===== src/rtl/dcache_set.sv =====
// rtl/dcache_set.sv - multi-way LRU data cache set with internal writeback/fill and flush sequencer
module dcache_set #(
  parameter int DATABITS = 32,
  parameter int ADDRBITS = 32,
  parameter int LINEBITS = 5,
  parameter int WAYS     = 2,
  parameter int BANKNUM  = 4
) (
  input  logic                clk,
  input  logic                reset_n,
  input  logic [ADDRBITS-1:0] cpu_addr,
  input  logic                cpu_rdreq,
  input  logic                cpu_wrreq,
  input  logic [DATABITS-1:0] cpu_in,
  input  logic [BANKNUM-1:0]  cpu_byteenable,
  output logic [DATABITS-1:0] cpu_out,
  output logic                cpu_out_valid,
  output logic                cpu_busy,
  output logic [ADDRBITS-1:0] mem_addr,
  output logic                mem_rdreq,
  output logic                mem_wrreq,
  output logic [DATABITS-1:0] mem_out,
  input  logic [DATABITS-1:0] mem_in,
  input  logic                mem_valid,
  input  logic                flush_req,
  output logic                flush_done
);

  localparam int WORDS   = 1 << LINEBITS;
  localparam int TAGBITS = ADDRBITS - LINEBITS - 2;
  localparam int WIDX    = (WAYS > 1) ? $clog2(WAYS) : 1;
  localparam int AW      = WIDX;
  localparam logic [LINEBITS-1:0] LAST_WORD = '1;

  typedef enum logic [2:0] {S_IDLE, S_WB, S_FILL, S_FLUSH, S_DONE} state_t;

  state_t              state;
  logic [LINEBITS-1:0] cnt;
  logic [WIDX-1:0]     victim;
  logic [TAGBITS-1:0]  req_tag;
  logic                flushing;
  logic [WIDX:0]       fl_scan;

  logic [TAGBITS-1:0]  tag_q   [WAYS];
  logic [AW-1:0]       age_q   [WAYS];
  logic [WAYS-1:0]     valid_q;
  logic [WAYS-1:0]     dirty_q;
  logic [DATABITS-1:0] data_q  [WAYS][WORDS];

  logic [TAGBITS-1:0]  addr_tag;
  logic [LINEBITS-1:0] addr_word;
  logic [1:0]          unused_addr_bits;
  logic                req;
  logic                hit;
  logic [WIDX-1:0]     hit_way;
  logic [WIDX-1:0]     vict_c;
  logic                vict_found;
  logic                fl_found;
  logic [WIDX-1:0]     fl_way;

  assign addr_tag         = cpu_addr[ADDRBITS-1:LINEBITS+2];
  assign addr_word        = cpu_addr[LINEBITS+1:2];
  assign unused_addr_bits = cpu_addr[1:0];
  assign req              = cpu_rdreq | cpu_wrreq;
  assign cpu_busy         = (state != S_IDLE) | (req & ~hit);

  function automatic logic [ADDRBITS-1:0] line_addr(input logic [TAGBITS-1:0] t,
                                                    input logic [LINEBITS-1:0] w);
    return {t, w, 2'b00};
  endfunction

  // Tag compare across all ways; tags are unique among valid ways so at most one hits
  always_comb begin
    hit     = 1'b0;
    hit_way = '0;
    for (int w = 0; w < WAYS; w++) begin
      if (valid_q[w] && tag_q[w] == addr_tag) begin
        hit     = 1'b1;
        hit_way = WIDX'(w);
      end
    end
  end

  // Victim: lowest invalid way, otherwise the least recently used (oldest age)
  always_comb begin
    vict_c     = '0;
    vict_found = 1'b0;
    for (int w = 0; w < WAYS; w++) begin
      if (!vict_found && !valid_q[w]) begin
        vict_c     = WIDX'(w);
        vict_found = 1'b1;
      end
    end
    if (!vict_found) begin
      for (int w = 0; w < WAYS; w++) begin
        if (age_q[w] == AW'(WAYS - 1)) vict_c = WIDX'(w);
      end
    end
  end

  // Flush scan: next dirty way at or above the scan pointer
  always_comb begin
    fl_found = 1'b0;
    fl_way   = '0;
    for (int w = 0; w < WAYS; w++) begin
      if (!fl_found && w >= int'(fl_scan) && valid_q[w] && dirty_q[w]) begin
        fl_found = 1'b1;
        fl_way   = WIDX'(w);
      end
    end
  end

  // Controller: line state, LRU ages, sequencer FSM and all registered outputs
  always_ff @(posedge clk or negedge reset_n) begin
    if (!reset_n) begin
      state         <= S_IDLE;
      cnt           <= '0;
      victim        <= '0;
      req_tag       <= '0;
      flushing      <= 1'b0;
      fl_scan       <= '0;
      valid_q       <= '0;
      dirty_q       <= '0;
      cpu_out       <= '0;
      cpu_out_valid <= 1'b0;
      flush_done    <= 1'b0;
      mem_rdreq     <= 1'b0;
      mem_wrreq     <= 1'b0;
      mem_addr      <= '0;
      mem_out       <= '0;
      for (int w = 0; w < WAYS; w++) begin
        tag_q[w] <= '0;
        age_q[w] <= AW'(w);
      end
    end else begin
      cpu_out_valid <= 1'b0;
      flush_done    <= 1'b0;
      case (state)
        S_IDLE: begin
          if (req) begin
            if (hit) begin
              if (cpu_wrreq) begin
                dirty_q[hit_way] <= 1'b1;
              end else begin
                cpu_out       <= data_q[hit_way][addr_word];
                cpu_out_valid <= 1'b1;
              end
              for (int v = 0; v < WAYS; v++) begin
                if (WIDX'(v) == hit_way) age_q[v] <= '0;
                else if (age_q[v] < age_q[hit_way]) age_q[v] <= age_q[v] + 1'b1;
              end
            end else begin
              victim   <= vict_c;
              req_tag  <= addr_tag;
              cnt      <= '0;
              flushing <= 1'b0;
              if (valid_q[vict_c] && dirty_q[vict_c]) begin
                state     <= S_WB;
                mem_wrreq <= 1'b1;
                mem_addr  <= line_addr(tag_q[vict_c], '0);
                mem_out   <= data_q[vict_c][0];
              end else begin
                state     <= S_FILL;
                mem_rdreq <= 1'b1;
                mem_addr  <= line_addr(addr_tag, '0);
              end
            end
          end else if (flush_req) begin
            state    <= S_FLUSH;
            fl_scan  <= '0;
            flushing <= 1'b1;
          end
        end
        S_WB: begin
          if (mem_valid) begin
            if (cnt == LAST_WORD) begin
              cnt       <= '0;
              mem_wrreq <= 1'b0;
              if (flushing) begin
                dirty_q[victim] <= 1'b0;
                fl_scan         <= {1'b0, victim} + 1'b1;
                state           <= S_FLUSH;
              end else begin
                state     <= S_FILL;
                mem_rdreq <= 1'b1;
                mem_addr  <= line_addr(req_tag, '0);
              end
            end else begin
              cnt      <= cnt + 1'b1;
              mem_addr <= line_addr(tag_q[victim], cnt + 1'b1);
              mem_out  <= data_q[victim][cnt + 1'b1];
            end
          end
        end
        S_FILL: begin
          if (mem_valid) begin
            if (cnt == LAST_WORD) begin
              cnt             <= '0;
              mem_rdreq       <= 1'b0;
              tag_q[victim]   <= req_tag;
              valid_q[victim] <= 1'b1;
              dirty_q[victim] <= 1'b0;
              state           <= S_IDLE;
            end else begin
              cnt      <= cnt + 1'b1;
              mem_addr <= line_addr(req_tag, cnt + 1'b1);
            end
          end
        end
        S_FLUSH: begin
          if (fl_found) begin
            victim    <= fl_way;
            cnt       <= '0;
            state     <= S_WB;
            mem_wrreq <= 1'b1;
            mem_addr  <= line_addr(tag_q[fl_way], '0);
            mem_out   <= data_q[fl_way][0];
          end else begin
            state      <= S_DONE;
            flush_done <= 1'b1;
            flushing   <= 1'b0;
          end
        end
        S_DONE: state <= S_IDLE;
        default: state <= S_IDLE;
      endcase
    end
  end

  // Line data: byte-lane writes on a write hit, whole words from memory during fill
  always_ff @(posedge clk) begin
    if (state == S_IDLE && req && hit && cpu_wrreq) begin
      for (int b = 0; b < BANKNUM; b++) begin
        if (cpu_byteenable[b]) data_q[hit_way][addr_word][b*8 +: 8] <= cpu_in[b*8 +: 8];
      end
    end else if (state == S_FILL && mem_valid) begin
      data_q[victim][cnt] <= mem_in;
    end
  end

endmodule


===== config.mk =====
export PLATFORM = sky130hd
export DESIGN_NAME = dcache_set
export DESIGN_NICKNAME = d
export VERILOG_FILES = /design/src/rtl/dcache_set.sv
export SDC_FILE = /design/constraint.sdc
export NUM_CORES = 2
export LEC_CHECK = 0
export CAP_MARGIN = 40
export CORE_ASPECT_RATIO = 0.6
export CORE_MARGIN = 10
export CORE_UTILIZATION = 26
export CTS_CLUSTER_SIZE = 28
export DETAILED_ROUTE_END_ITERATION = 8
export PLACE_DENSITY_LB_ADDON = 0.15
export SYNTH_ARGS = -nofsm -noshare
export SYNTH_HDL_FRONTEND = slang
export SYNTH_SLANG_ARGS = --single-unit

===== constraint.sdc =====
create_clock -name clk -period 4.3 [get_ports clk]
set_input_delay 0.43 -clock clk [delete_from_list [all_inputs] [get_ports clk]]
set_output_delay 0.43 -clock clk [all_outputs]
set_load 0.01 [all_outputs]

==> reports/results.txt <==
Crit end category: flop
Ys flop type: edfxtp_1
Final ANT Viol Nets: 0
Commonest cells after routing, fill and taps aside: edfxtp_1 (2,048), mux4_2 (776), buf_4 (704), nand2_1 (622), mux2i_1 (550)
Critical-path cell list: buf_12 > buf_12 > mux4_2 > mux4_2 > mux4_2 > a222oi_1 > buf_4 > mux2i_1
Port buffer count: 202
TritonCTS clock tree: built
Leakage: 43.8 nW
RSZ-0062 raised after global routing: false
Synth Instances: 6,789
Slew Viols, Final: 0
Startpoint type of the worst setup path: flop
Routability cong.: 0.893
Top-area cell type share of the netlist area: 57.8%
Reg2reg path depth: 8
Syn avg cell area: 15.7 µm²
Iteration-0 DRC Markers: 10,460
Largest net degree at the start of global routing: 102
Slew Limit Headroom: 32.1%
Htree depth: 4
CP max-delay cell: a222oi_1
Commonest non-fill, non-tap cell in the layout: edfxtp_1
Num Clock Sinks: 2,239
Fin worst setup slack: 0.0840 ns
DRT Wirelength: 472 mm
Synth area leader: edfxtp_1
Vias in the first global route: 70,614
CP arrival: 5.05 ns
FF+latch count, synth: 2,239
Setup crit start: cnt[0]$_DFFE_PN0P_
Status: finished, violations left
Final hold vios: 2
Vias per cell: 5.52
Clk buf depth: 4
Yosys warning total: 0
Dpl ws: -0.351 ns
Ys async rst share: 8.53%
Worst-margin pin slew: 1.01 ns
Synth cell types: 72
Endpoints failing setup: 0
Die width: 846 µm
Syn Std Cell Area: 106,000 µm²
Seq/Total Area, Yosys: 62.3%
Post-synth EDFFs: 2,048
Ports: 207
Slowest stage delay, CP: 0.67 ns
Max-Cap Viols: 0
Clock root cell: clkbuf_16
Share of cells above drive strength 1: 29.3%
Worst Clk Skew: 0.0503 ns
Via count: 73,345
WS Path Type: reg -> reg
HPWL Detailed: 336 mm
Final Cycle Share: 98.0%
Min cycle time layout: 4.22 ns
CTS buffer count: 226
Reg2reg setup slack: 0.08 ns
Ranking of synthesized cells by area: edfxtp_1 (58%), mux4_2 (16%), mux2i_1 (5.2%), dfrtp_1 (4.5%), nand2_1 (2.2%)
Launching point of the worst reg2reg path: cnt[0]$_DFFE_PN0P_
PD cells: 518 nW/µm²
Overall Power: 0.0684 W
R2r endpoint: mem_out[6]$_DFFE_PN0P_
CORE AREA: 407,000 µm²
Die Span Y: 516 µm
CP max FO: 69
Starting density of the core: 26.2%
Residual DRC: 131
Drt first pass iters: 9
Failing checks: design-rule violations, negative hold slack
Worst Setup EP: mem_out[6]$_DFFE_PN0P_
Nets: 7,803
Grt ovf: 0
Row count: 181
Avg WL per Cell: 35.5 µm
Clock transition at path regs: 0.07 ns
CP most frequent cell: mux4_2
Peak VDD IR: 351 µV
Die area: 436,000 µm²
Total global routing track utilization: 20.9%
Fmax: 237 MHz
Type of the worst min-delay path: in -> async
Hold_ws: -0.00371 ns
Initial antenna violation count: 48
First-pass GRT wire length: 634 mm
Worst-skew pair later-pin latency: 0.95 ns
Total negative slack: 0 ns
Data required time of the worst path: 5.13 ns
Syn-to-layout area delta: 23.9%
-- how the worst min path moves through the flow --
stage                       start                       to  slack (ns)  cells past startpoint
after global placement    reset_n  mem_out[10]$_DFFE_PN0P_        0.42                      1
after floorplan           reset_n     age_q[1]$_DFFE_PN0P_        0.13                      0
final                     reset_n  mem_out[10]$_DFFE_PN0P_      -0.004                      2
after global routing      reset_n   mem_out[9]$_DFFE_PN0P_        0.05                      2
after detailed placement  reset_n   mem_out[8]$_DFFE_PN0P_        0.42                      1
after CTS                 reset_n   mem_out[9]$_DFFE_PN0P_        0.02                      2
-- worst max-delay path: cells and delay by family, from the launching register on --
family,cells,cell delay (ns)
AOI/OAI and AO/OA,1,0.67
buffers and inverters,3,1.03
DFF,1,0.63
muxes,4,1.64
-- per-stage QoR --
step	utilization (%)	instance area, µm²	instances
4_1_cts	32.4	132000	13269
3_5_place_dp	30.6	124000	12855
2_1_floorplan	-	106000	6790
6_report	32.4	132000	13294
3_3_place_gp	30.5	124000	12820
5_1_grt	32.4	132000	13276
-- report_power, final --
part	leakage (nW)	switching, W	internal [W]
combinational	19.2	0.0123	0.00907
clock	3.66	0.00919	0.0118
sequential	20.9	0.000483	0.0255
total	43.8	0.0220	0.0464
-- Yosys cell counts (6+ instances only) --
cell type,count
a211oi_1,18
a21o_1,27
a21oi_1,441
a221oi_1,68
a222oi_1,41
a22o_1,8
a22oi_1,40
a31oi_1,23
and2_1,13
and3_1,15
buf_1,56
buf_2,144
buf_4,46
buf_6,9
clkbuf_1,282
dfrtp_1,190
edfxtp_1,2048
inv_1,38
mux2_2,128
mux2i_1,550
mux4_2,776
nand2_1,629
nand2b_1,10
nand3_1,94
nand3b_1,6
nand4_1,36
nor2_1,404
nor2b_1,7
nor3_1,20
nor4_1,60
o2111ai_1,7
o21ai_0,141
o21ai_1,13
o221ai_1,13
o22a_1,17
o22ai_1,234
o2bb2ai_1,10
o31ai_1,13
xnor2_1,6
xor2_1,45
-- state kept, by name (all words and copies together), names as in the netlist, 2 cells and up --
register	cells
valid_q	2
mem_addr	30
data_q	2048
cnt	5
req_tag	25
mem_out	32
fl_scan	2
state	3
age_q	2
tag_q	50
dirty_q	2
cpu_out	32
-- area by class of cell --
cell class	instances	area (µm²)
Multi-Input combinational cell	3974	37800
Tap cell	5398	6750
Antenna cell	20	50.0
Timing Repair Buffer	1211	13300
Sequential cell	2239	66300
Fill cell	39242	275000
Inverter	40	150
Clock inverter	141	1560
Clock buffer	271	5950
-- metal layers --
metal / global-route usage [%] / up-vias / part of all wire [%]
met4: 4.27 / 30 / 2.2
met2: 28.3 / 4120 / 40
met1: 32.3 / 39280 / 48
met3: 6.01 / 583 / 10
met5: 0.294 / - / 0.086
li1: - / 29332 / -
-- cell families after synthesis --
group | share of synthesized area (%)
flip-flops | 62.3
XOR/XNOR | 0.420
buffers and inverters | 2.43
AO/OA/AOI/OAI | 6.66
multiplexers | 22.9
AND/OR/NAND/NOR | 5.20
other | 0.00352
adder cells (fa/ha/maj) | 0.0588
-- timing repair --
item / in CTS / in global routing
hold buffers: 1 / 0
setup endpoints to repair: 1 / 2
gates resized for setup: 0 / 3
cloned: 0 / 0
pin swaps: 0 / 1
buffers inserted: 1 / 2
hold endpoints to repair: 80 / 0
No activity file was read; power rests on OpenSTA's default activity.
